$ cat src/rtl/pwm_pkg.sv
// Shared types and defaults for the PWM channel slice.
package pwm_pkg;

  typedef enum logic {
    IDLE = 1'b0,
    RUN  = 1'b1
  } pwm_state_e;

  localparam int PWM_W        = 16;
  localparam int SYNC_DEFAULT = 2;

endpackage

$ cat src/rtl/slow_clk_edge_detect.sv
// Synchronizes the divided clock into i_clk and turns each rising edge into a
// one-cycle tick; ticks stay masked until the synchronizer has refilled after reset.
module slow_clk_edge_detect
  import pwm_pkg::*;
#(
  parameter int SYNC_STAGES = SYNC_DEFAULT
) (
  input  logic i_clk,
  input  logic i_rst,
  input  logic i_slow_clk,
  output logic o_tick
);

  localparam int             GUARD     = SYNC_STAGES + 1;
  localparam int             GW        = $clog2(GUARD + 1);
  localparam logic [GW-1:0]  GUARD_CNT = GW'(GUARD);
  localparam logic [GW-1:0]  GUARD_ONE = {{(GW-1){1'b0}}, 1'b1};

  logic [SYNC_STAGES-1:0] sync_r;
  logic                   edge_r;
  logic [GW-1:0]          guard_r;
  logic                   armed_s;

  // Synchronizer chain, edge history and post-reset guard counter.
  always_ff @(posedge i_clk) begin
    if (i_rst) begin
      sync_r  <= {SYNC_STAGES{1'b0}};
      edge_r  <= 1'b0;
      guard_r <= {GW{1'b0}};
    end else begin
      sync_r <= {sync_r[SYNC_STAGES-2:0], i_slow_clk};
      edge_r <= sync_r[SYNC_STAGES-1];
      if (guard_r != GUARD_CNT) begin
        guard_r <= guard_r + GUARD_ONE;
      end else begin
        guard_r <= guard_r;
      end
    end
  end

  // A slow clock already high at reset release must not look like a rising edge.
  assign armed_s = (guard_r == GUARD_CNT);
  assign o_tick  = sync_r[SYNC_STAGES-1] & ~edge_r & armed_s;

endmodule

$ cat src/rtl/pwm_channel_core.sv
// Single-channel PWM: double-buffered period/duty, tick-driven counter and
// registered glitch-free output.
module pwm_channel_core
  import pwm_pkg::*;
#(
  parameter int W           = PWM_W,
  parameter int SYNC_STAGES = SYNC_DEFAULT
) (
  input  logic         i_clk,
  input  logic         i_rst,
  input  logic         i_slow_clk,
  input  logic         i_en,
  input  logic         i_wr,
  input  logic [W-1:0] i_period,
  input  logic [W-1:0] i_duty,
  output logic         o_pwm,
  output logic         o_cycle_end,
  output logic         o_pending,
  output logic         o_busy
);

  localparam logic [W-1:0] ZERO_W = {W{1'b0}};
  localparam logic [W-1:0] ONE_W  = {{(W-1){1'b0}}, 1'b1};

  pwm_state_e   state_r, state_next_s;
  logic [W-1:0] ct_r, ct_next_s;
  logic [W-1:0] act_period_r, per_next_s;
  logic [W-1:0] act_duty_r, duty_next_s;
  logic [W-1:0] sh_period_r, sh_per_next_s;
  logic [W-1:0] sh_duty_r, sh_duty_next_s;
  logic         pending_r, pend_next_s;
  logic         pwm_r, cycle_end_r, busy_r;
  logic         pwm_next_s;
  logic         tick_s, wrap_s, boundary_s;
  logic [W-1:0] last_ct_s;

  slow_clk_edge_detect #(
    .SYNC_STAGES(SYNC_STAGES)
  ) u_edge (
    .i_clk      (i_clk),
    .i_rst      (i_rst),
    .i_slow_clk (i_slow_clk),
    .o_tick     (tick_s)
  );

  // Only meaningful in RUN, where the active period is never zero.
  assign last_ct_s = act_period_r - ONE_W;

  // Shadow/active hand-over, next-state, counter and output decode.
  always_comb begin
    state_next_s   = state_r;
    ct_next_s      = ct_r;
    per_next_s     = act_period_r;
    duty_next_s    = act_duty_r;
    sh_per_next_s  = sh_period_r;
    sh_duty_next_s = sh_duty_r;
    pend_next_s    = pending_r;

    wrap_s     = (state_r == RUN) && tick_s && (ct_r == last_ct_s);
    boundary_s = (state_r == IDLE) || wrap_s;

    if (boundary_s) begin
      if (i_wr) begin
        per_next_s  = i_period;
        duty_next_s = i_duty;
        pend_next_s = 1'b0;
      end else if (pending_r) begin
        per_next_s  = sh_period_r;
        duty_next_s = sh_duty_r;
        pend_next_s = 1'b0;
      end else begin
        pend_next_s = 1'b0;
      end
    end else begin
      if (i_wr) begin
        sh_per_next_s  = i_period;
        sh_duty_next_s = i_duty;
        pend_next_s    = 1'b1;
      end else begin
        pend_next_s = pending_r;
      end
    end

    case (state_r)
      IDLE: begin
        ct_next_s = ZERO_W;
        if (i_en && (per_next_s != ZERO_W)) begin
          state_next_s = RUN;
        end else begin
          state_next_s = IDLE;
        end
      end
      RUN: begin
        if (wrap_s) begin
          ct_next_s = ZERO_W;
          if (!i_en || (per_next_s == ZERO_W)) begin
            state_next_s = IDLE;
          end else begin
            state_next_s = RUN;
          end
        end else if (tick_s) begin
          ct_next_s = ct_r + ONE_W;
        end else begin
          ct_next_s = ct_r;
        end
      end
      default: begin
        state_next_s = IDLE;
        ct_next_s    = ZERO_W;
      end
    endcase

    pwm_next_s = (state_next_s == RUN) && (ct_next_s < duty_next_s);
  end

  // State, buffers and registered outputs.
  always_ff @(posedge i_clk) begin
    if (i_rst) begin
      state_r      <= IDLE;
      ct_r         <= ZERO_W;
      act_period_r <= ZERO_W;
      act_duty_r   <= ZERO_W;
      sh_period_r  <= ZERO_W;
      sh_duty_r    <= ZERO_W;
      pending_r    <= 1'b0;
      pwm_r        <= 1'b0;
      cycle_end_r  <= 1'b0;
      busy_r       <= 1'b0;
    end else begin
      state_r      <= state_next_s;
      ct_r         <= ct_next_s;
      act_period_r <= per_next_s;
      act_duty_r   <= duty_next_s;
      sh_period_r  <= sh_per_next_s;
      sh_duty_r    <= sh_duty_next_s;
      pending_r    <= pend_next_s;
      pwm_r        <= pwm_next_s;
      cycle_end_r  <= wrap_s;
      busy_r       <= (state_next_s == RUN);
    end
  end

  assign o_pwm       = pwm_r;
  assign o_cycle_end = cycle_end_r;
  assign o_pending   = pending_r;
  assign o_busy      = busy_r;

endmodule

$ cat config.mk
export PLATFORM = sky130hd
export DESIGN_NAME = pwm_channel_core
export DESIGN_NICKNAME = d
export VERILOG_FILES = /design/src/rtl/pwm_pkg.sv /design/src/rtl/slow_clk_edge_detect.sv /design/src/rtl/pwm_channel_core.sv
export SDC_FILE = /design/constraint.sdc
export NUM_CORES = 1
export LEC_CHECK = 0
export BUFFER_PORTS_ARGS = -buffer_cell sky130_fd_sc_hd__buf_4
export CAP_MARGIN = 20
export CORE_ASPECT_RATIO = 0.5
export CORE_MARGIN = 2
export CORE_UTILIZATION = 40
export CTS_CLUSTER_SIZE = 14
export DETAILED_ROUTE_END_ITERATION = 10
export GPL_ROUTABILITY_DRIVEN = 0
export GPL_TIMING_DRIVEN = 0
export PLACE_DENSITY = 0.56
export SETUP_SLACK_MARGIN = 0.05
export SLEW_MARGIN = 20
export SYNTH_ARGS = -nofsm -noshare
export SYNTH_HDL_FRONTEND = slang
export SYNTH_SLANG_ARGS = --single-unit
$ cat constraint.sdc
create_clock -name i_clk -period 5.73 [get_ports i_clk]
set_input_delay 0.2865 -clock i_clk [delete_from_list [all_inputs] [get_ports i_clk]]
set_output_delay 0.2865 -clock i_clk [all_outputs]
set_load 0.03 [all_outputs]
Yosys cells after proc, flatten, opt, wreduce, memory -nomap -nowiden
Index checks and enable logic that the tools add are counted.
{ "classes": {"addsub": 3, "mul": 0, "div_mod_pow": 0, "n_lt_le_gt_ge": 1, "n_eq_ne": 3, "shifts": 0, "muxes": 13, "n_bitwise": 5, "reduce_logical": 11} }
{ "op_table": {"columns": ["op", "n"], "rows": [
  ["$mux 16", 8],
  ["$pmux 16 s2", 1],
  ["$add 16x1->16 const B", 1],
  ["$eq 16x16->1", 1],
  ["$logic_not 16->1", 1],
  ["$lt 16x16->1", 1],
  ["$reduce_bool 16->1", 1],
  ["$sub 16x1->16 const B", 1],
  ["$logic_and 1x1->1", 4],
  ["$mux 1", 3],
  ["$not 1->1", 3],
  ["$add 2x1->2 const B", 1],
  ["$and 1x1->1", 2],
  ["$eq 2x2->1 const B", 1],
  ["$logic_or 1x1->1", 2],
  ["$ne 2x2->1 const B", 1],
  ["$pmux 1 s2", 1],
  ["$reduce_and 2->1", 1],
  ["$reduce_or 2->1", 1],
  ["$logic_not 1->1", 1]
]} }
{ "word_totals": {"reg_bits": 89, "latch_bits": 0, "ram_bits": 0, "rom_bits": 0, "out_inout_bits": 4, "elab_cells": 48, "mem_count": 0} }

Longest topological paths before layout
Gate-level depths: netlist (run 1).
{ "depth": {"ltp_word": 13, "ltp_mapped": 22, "mapped_depth_nobuf": 18} }

Modules after synthesis
From an unflattened synthesis (run 1), not the netlist that was laid out.
{ "hier_totals": {"cells_unflattened": 573, "area_unflattened_um2": 5062.4} }
{ "modules_own_cells": {"columns": ["module", "instances", "cells_each", "area_per_inst_um2"], "rows": [
  ["pwm_channel_core", 1, 558, 4897.2],
  ["slow_clk_edge_detect", 1, 15, 165.2]
]} }

Worst setup path before layout (run 1)
Ideal clock, no wire load.
{ "synth_timing": {"path_kind": "register to register", "startpoint": "register act_period_r[0]", "endpoint": "register pwm_r (netlist: o_pwm)", "arrival_ns": 4.014, "required_ns": 5.660, "path_slack_ns": 1.646, "path_stages_with_launch": 22, "path_buffers": 3, "period_less_slack_ns": 4.084, "cell_sequence": "dfxtp_1 -> inv_1 -> ha_1 -> clkbuf_1 -> or4b_1 -> buf_2 -> a2111oi_2 -> nor3_1 -> a311oi_2 -> o211ai_2 -> o21ai_4 -> buf_6 -> mux2_1 -> o221ai_1 -> ha_1 -> a21o_1 -> a21o_1 -> a21oi_1 -> o21ai_0 -> nor3_1 -> o21ai_0 -> a21oi_1"} }
{ "synth_via": {"elab_chain_cells": 11, "elab_cells_between_ends": 20, "cone_classes": "add/sub (1); order compare (1); eq/ne (1); mux (10); reduce/logical (7)"} }
{ "synth_rtl": {"columns": ["item", "line_no", "rtl"], "rows": [
  ["start: declaration", "pwm_channel_core.sv:27", "logic [W-1:0] act_period_r, per_next_s;"],
  ["start signal: assignment", "pwm_channel_core.sv:132", "act_period_r <= per_next_s;"],
  ["branches (longest 10 deep; another with $sub 16x1->16)", null, null],
  ["$logic_and 1x1->1 (*)", "pwm_channel_core.sv:113", "pwm_next_s = (state_next_s == RUN) && (ct_next_s < duty_next_s);"],
  ["end signal: assignment", "pwm_channel_core.sv:137", "pwm_r <= pwm_next_s;"],
  ["end: declaration", "pwm_channel_core.sv:32", "logic pwm_r, cycle_end_r, busy_r;"]
]} }
Mark *: on every way between the ends.
A chain may end at the register's enable or synchronous reset.

Worst setup path after layout (run 1)
{ "layout_timing": {"startpoint": "register act_period_r[0]", "endpoint": "register pwm_r (netlist: o_pwm)"} }
{ "layout_via": {"elab_cells_between_ends": 20, "cone_classes": "add/sub (1); order compare (1); eq/ne (1); mux (10); reduce/logical (7)"} }
{ "layout_lines": {"columns": ["item", "line_no", "rtl"], "rows": [
  ["$sub 16x1->16", "pwm_channel_core.sv:47", "assign last_ct_s = act_period_r - ONE_W;"],
  ["$eq 16x16->1", "pwm_channel_core.sv:59", "wrap_s = (state_r == RUN) && tick_s && (ct_r == last_ct_s);"],
  ["$logic_and 1x1->1", "pwm_channel_core.sv:59", null],
  ["$mux 16", "pwm_channel_core.sv:94", "if (wrap_s) begin"],
  ["$pmux 16 s2", "pwm_channel_core.sv:84", "case (state_r)"],
  ["via ct_next_s[13]", "pwm_channel_core.sv:26", "logic [W-1:0] ct_r, ct_next_s;"],
  ["$lt 16x16->1", "pwm_channel_core.sv:113", null],
  ["$logic_and 1x1->1", "pwm_channel_core.sv:113", null]
]} }
The timed path passes the listed nets, and every way through them passes these cells.

==> results of run 1 <==
[per-layer routing]
| layer | track usage, % | routed length [um] |
|---|---|---|
| met1 | 29.9 | 7570 |
| met2 | 32.4 | 6000 |
| met3 | 4.48 | 588 |
| met4 | 4.11 | 118 |
| met5 | 0 | 0 |
[sequential cells by signal, indices dropped and copies added (netlist names)]
name / count
act_duty_r: 16
act_period_r: 16
ct_r: 16
o_busy: 1
o_cycle_end: 1
o_pending: 1
o_pwm: 1
sh_duty_r: 16
sh_period_r: 16
u_edge.edge_r: 1
u_edge.guard_r: 2
u_edge.sync_r: 2
[report_power, final]
group	switching [W]	leakage (nW)	total (W)	internal [W]
Sequential	0.0000297	0.728	0.000681	0.000651
Combinational	0.000168	1.70	0.000296	0.000128
Clock	0.000268	0.146	0.000610	0.000342
Total	0.000465	2.58	0.00159	0.00112
[how the worst min path moves through the flow]
stage / endpoint / slack [ps] / startpoint
global route: u_edge.sync_r[0]$_SDFF_PP0_ / 160 / i_slow_clk
CTS: u_edge.sync_r[0]$_SDFF_PP0_ / 160 / i_slow_clk
finish: u_edge.sync_r[0]$_SDFF_PP0_ / 160 / i_slow_clk
detailed placement: u_edge.sync_r[1]$_SDFF_PP0_ / 430 / u_edge.sync_r[0]$_SDFF_PP0_
global placement: u_edge.sync_r[1]$_SDFF_PP0_ / 420 / u_edge.sync_r[0]$_SDFF_PP0_
floorplan: u_edge.sync_r[1]$_SDFF_PP0_ / 410 / u_edge.sync_r[0]$_SDFF_PP0_
[logic make-up after synthesis]
| family | count (synthesis) | share of synthesized area [%] |
|---|---|---|
| flops | 89 | 34.1 |
| mux | 62 | 12.2 |
| fa+ha+maj | 18 | 4.31 |
| buf+inv | 53 | 4.62 |
| compound gates | 111 | 15.7 |
| xor+xnor | 37 | 6.20 |
| simple gates | 244 | 22.9 |
[worst register-to-register path: stages (launching register included)]
cell and delay [ps]:
dfxtp_1 390, inv_1 90, ha_1 130, clkbuf_1 310, or4b_1 470, buf_2 180
a2111oi_2 290, nor3_1 120, a311oi_2 250, o211ai_2 250, o21ai_4 400, buf_6 230
buf_6 180, buf_2 220, nor2_1 90, ha_1 320, a21o_1 160, a21o_1 160
a21oi_1 150, o21ai_0 100, nor3_1 260, o21ai_0 170, a21oi_1 140
[final cells by class]
class / instances / area [um^2]
Fill cell: 1277 / 6670
Multi-Input combinational cell: 472 / 3200
Sequential cell: 89 / 1780
Timing Repair Buffer: 39 / 293
Clock buffer: 9 / 225
Buffer: 46 / 215
Tap cell: 170 / 213
Clock inverter: 7 / 77.6
Inverter: 7 / 26.3
[synth_stat cells, types with 2 or more instances]
cell | number | area share (%)
clkbuf_1 | 29 | 2.1
or4_1 | 6 | 0.86
buf_6 | 2 | 0.43
and3_1 | 3 | 0.36
o211a_1 | 16 | 3.1
mux2i_1 | 47 | 9.0
nor4_1 | 3 | 0.36
a21oi_1 | 25 | 2.4
o22ai_1 | 2 | 0.24
o21ai_0 | 22 | 2.1
o32ai_1 | 2 | 0.34
nor3_1 | 27 | 2.6
nor4_2 | 2 | 0.48
nor2_1 | 105 | 7.5
buf_4 | 5 | 0.72
a21o_1 | 4 | 0.57
or2_2 | 3 | 0.36
ha_1 | 18 | 4.3
nand2b_1 | 17 | 2.0
xor2_1 | 19 | 3.2
mux2_2 | 6 | 1.3
nand3b_1 | 5 | 0.72
o221ai_1 | 15 | 2.5
o211ai_2 | 2 | 0.48
nor2b_1 | 6 | 0.72
xnor2_1 | 18 | 3.0
a211oi_1 | 5 | 0.72
nand2_1 | 38 | 2.7
o41ai_1 | 2 | 0.34
buf_2 | 7 | 0.67
dfxtp_1 | 89 | 34
a31oi_1 | 3 | 0.36
nand3_1 | 6 | 0.57
inv_1 | 7 | 0.50
or4b_1 | 2 | 0.38
mux2_1 | 9 | 1.9
buf_1 | 3 | 0.22
and4_1 | 3 | 0.50
nand4_1 | 11 | 1.3
o21a_1 | 2 | 0.29
[metrics by stage]
step / power (W) / hold slack, ps / setup WS [ps]
finish: 0.00159 / 161 / 611
detailed placement: 0.000989 / 435 / 631
floorplan: 0.000898 / 414 / 1650
global placement: 0.000984 / 421 / 738
CTS: 0.00160 / 157 / 619
global route: 0.00166 / 156 / 267
[placed cells by master, fill, tap and decap left out, drive strengths merged, types with 4 or more instances in the layout]
master,count
inv,9
clkbuf,38
dfxtp,89
nand4,11
ha,18
nor3,28
nand2b,17
nor2b,6
or4,6
mux2i,47
buf,56
o211a,16
o21ai,24
nand3,6
a211oi,6
xnor2,18
nand2,38
nand3b,5
o221ai,15
nor4,6
a21o,4
xor2,19
nor2,105
a21oi,25
mux2,15
==> reports/qor.yml, run 1 <==
outcome: "completed"
critPathCapture: "o_pwm$_SDFF_PP0_"
core_area_um2: 12700
max_cap_viol_count: 0
rows: 29
start_util_pct: 41.2
yosysWarnings: 0
rsz0062_at_grt: "false"
avgViaCountPerCell: 5.45
startpoint: "act_period_r[0]$_SDFF_PP0_"
dp_hpwl_um: 10700
cts.root.buffer_cell: "clkbuf_16"
worst_slew_pin_slew_ps: 723
dpl.cell_count: 823
slew_violations: 0
drt_iter0_drc: 257
drc: 0
cellPowerDensity_nw_per_um2: 263
clockBufferDepth: 2
wl_per_cell_um: 17.0
fmax_mhz: 195
clk_latency_ps: 350
design_area_um2: 6030
worstSetupStartpointType: "flip-flop"
num_antenna_cells: 0
hold-path-cell-count: 2
grt_max_degree: 17
r2r_cells: 22
leakage_nw: 2.58
cp_max_fo: 10
hold_viol_final: 0
dieHeight_um: 84.8
slew-limit-headroom_pct: 51.8
syn-cell-area_um2: 5230
cts_num_sinks: 89
synth_cell_types: 58
critPathMaxStageDelay_ps: 470
synth_enable_flop_cells: 0
layout-drive-gt1-share_pct: 13.3
finalCriticalPeriod_ps: 5120
ios: 41
fin_skew_ps: 12.1
ys_seq_area_share_pct: 34.1
reg2reg_slack_ps: 610
overflow: 0
r2r_start: "act_period_r[0]$_SDFF_PP0_"
report.final.setup_viol: 0
grt_usage_pct: 20.8
post_cts_resized: 0
cp_slowest_cell: "or4b_1"
worstSetupPathType: "flip-flop to flip-flop"
dieWidth_um: 166
grt_pass1_wl_um: 23300
endpoint_kind: "flip-flop"
fin_util_pct: 47.5
vias: 4569
first_pass_iters: 5
nNetsFinal: 719
cts_tree: "built"
async_flop_share_pct: 0
hold_path.class: "input pin to flip-flop"
irDropWorstVdd_mv: 0.121
postRouteAntennaNets: 0
postCtsSetupRepairBufs: 0
netlist_instances: 614
crit_buf_inv: 6
antenna_found_initial: 0
cts_buffers: 9
drt-total-wl_um: 14300
place_area_um2: 5730
clkTransAtPathRegs_ps: 70
final.period_utilization_pct: 89.3
avgSynthCellArea_um2: 8.51
cts_max_level: 3
cp_data_arrival_time_ps: 5390
r2r_end: "o_pwm$_SDFF_PP0_"
die_area_um2: 14100
crit_chain: "inv_1 > ha_1 > clkbuf_1 > or4b_1 > buf_2 > a2111oi_2 > nor3_1 > a311oi_2 > o211ai_2 > o21ai_4 > buf_6 > buf_6 > buf_2 > nor2_1 > ha_1 > a21o_1 > a21o_1 > a21oi_1 > o21ai_0 > nor3_1 > o21ai_0 > a21oi_1"
cp.depth: 22
dominantRegCellSynth: "dfxtp_1"
grt_pass1_vias: 4379
syn_to_final_growth_pct: 15.5
portBuffers: 39
ctsHoldBuffers: 0
crit_required_ps: 6000
crit_family: "compound AO/OA/AOI/OAI gates"
tns_ps: 0
finalNonFillerCells: 839
synth_nets: 669
synth.ff_latch_count: 89
Note: power is estimated with default switching activity, not from simulation.
==> run 2, diff against run 1 <==
Settings changed: GPL_TIMING_DRIVEN 0 to not set.
==> run 2 against run 1 <==
  * Critical path depth fell by 4
  * Sequential cell count did not move
  * Non-clock buffer count fell by 39
  * Global-route usage fell by 2.0 points
  * Worst hold slack improved by 11 ps
  * Largest cell class unchanged
==> reports/qor.yml, run 2 (same netlist as run 1, synthesis figures left out) <==
leakage_nw: 2.51
fmax_mhz: 205
drt-total-wl_um: 12700
cp_data_arrival_time_ps: 5150
clockBufferDepth: 2
postRouteAntennaNets: 0
max_cap_viol_count: 0
start_util_pct: 41.2
wl_per_cell_um: 15.9
finalNonFillerCells: 800
totalPowerFinal_w: 0.00156
grt_pass1_wl_um: 21400
slew_violations: 0
drt_iter0_drc: 168
irDropWorstVdd_mv: 0.119
endpoint_kind: "flip-flop"
antenna_found_initial: 0
post_cts_resized: 0
ctsHoldBuffers: 0
postCtsSetupRepairBufs: 0
vias: 4400
clkTransAtPathRegs_ps: 70
grt_pass1_vias: 4207
cp_max_fo: 20
portBuffers: 40
hold_path.class: "input pin to flip-flop"
outcome: "completed"
num_antenna_cells: 0
overflow: 0
clk_latency_ps: 340
worst_slew_pin_slew_ps: 982
final_cell_mix: "104 x nor2_1, 89 x dfxtp_1, 47 x mux2i_1, 46 x buf_4, 38 x nand2_1"
fin_skew_ps: 10.6
first_pass_iters: 5
ios: 41
avgViaCountPerCell: 5.50
worstSetupPathType: "flip-flop to flip-flop"
crit_chain: "inv_1 > ha_1 > or4b_1 > xnor2_1 > o22a_1 > o32ai_1 > o21ai_1 > nor3_1 > nor2_2 > o221ai_1 > ha_1 > a21o_1 > a21o_1 > a21oi_1 > o21ai_0 > nor3_1 > o21ai_0 > a21oi_1"
cts_buffers: 9
worstSetupStartpointType: "flip-flop"
dieWidth_um: 166
nNetsFinal: 680
cts_max_level: 3
cts.root.buffer_cell: "clkbuf_16"
grt_usage_pct: 18.8
syn_to_final_growth_pct: 12.5
core_area_um2: 12700
final_common_cell: "nor2_1"
hold_viol_final: 0
critPathMaxStageDelay_ps: 630
final.period_utilization_pct: 85.2
die_area_um2: 14100
crit_required_ps: 6000
finalCriticalPeriod_ps: 4880
dpl.cell_count: 784
slew-limit-headroom_pct: 34.5
cts_num_sinks: 89
report.final.setup_viol: 0
dp_hpwl_um: 9020
layout-drive-gt1-share_pct: 12.9
cellPowerDensity_nw_per_um2: 265
rows: 29
drc: 0
rsz0062_at_grt: "false"
cp_slowest_cell: "nor2_2"
grt_max_degree: 90
dieHeight_um: 84.8
tns_ps: 0
cts_tree: "built"
## run 2: cell count changes in the layout (fill, tap and decap cells not counted), sizes merged
cell    before  now
clkbuf      38   12
buf         56   46
clkinv       3    1
inv          9    8
## run 2: critical path, delay by kind of cell (launching register included)
family                     cells  cell delay (ps)
adders and majority gates      2              700
AOI/OAI and AO/OA             10             1870
buffers and inverters          1               80
DFF                            1              370
and+or+nand+nor                4             1570
xor gates and xnor gates       1              220
## run 2: worst paths after layout
path	slack, ps	depth (start not counted)	from	to
worst max register to register	850	18	act_period_r[0]$_SDFF_PP0_	o_pwm$_SDFF_PP0_
worst max-delay path	850	18	act_period_r[0]$_SDFF_PP0_	o_pwm$_SDFF_PP0_
worst min register to register	440	1	u_edge.sync_r[0]$_SDFF_PP0_	u_edge.sync_r[1]$_SDFF_PP0_
worst min-delay path	170	2	i_slow_clk	u_edge.sync_r[0]$_SDFF_PP0_
## run 2: power by group
group / switching (W) / total (W) / internal (W)
registers: 0.0000342 / 0.000685 / 0.000651
logic: 0.000152 / 0.000273 / 0.000121
clock network: 0.000247 / 0.000599 / 0.000351
total: 0.000433 / 0.00156 / 0.00112
## run 2: final cells by class
type / instances / area [um^2]
multi-input cells: 472 / 3210
clock buffers: 12 / 246
clock inverters: 4 / 51.3
inverters: 7 / 26.3
well taps: 170 / 213
fillers: 1251 / 6820
repair buffers: 46 / 345
flip-flops and latches: 89 / 1780
## run 2: metrics by stage
stage          area (um^2)  util (%)  hold WS, ps  worst slack, ps
3_5_place_dp          5580      43.9          436              909
2_1_floorplan         5230         -          414             1650
5_1_grt               5880      46.3          180              468
4_1_cts               5880      46.3          170              862
3_3_place_gp          5580      43.9          425             1050
6_report              5880      46.3          172              845
## run 2: layer usage
metal  track usage [%]  wire length (um)  vias up
li1                  -                 -     2217
met1              27.1              6630     2065
met2              28.1              5230      101
met3              4.29               649       17
met4              5.53               208        0
met5                 0                 0        -
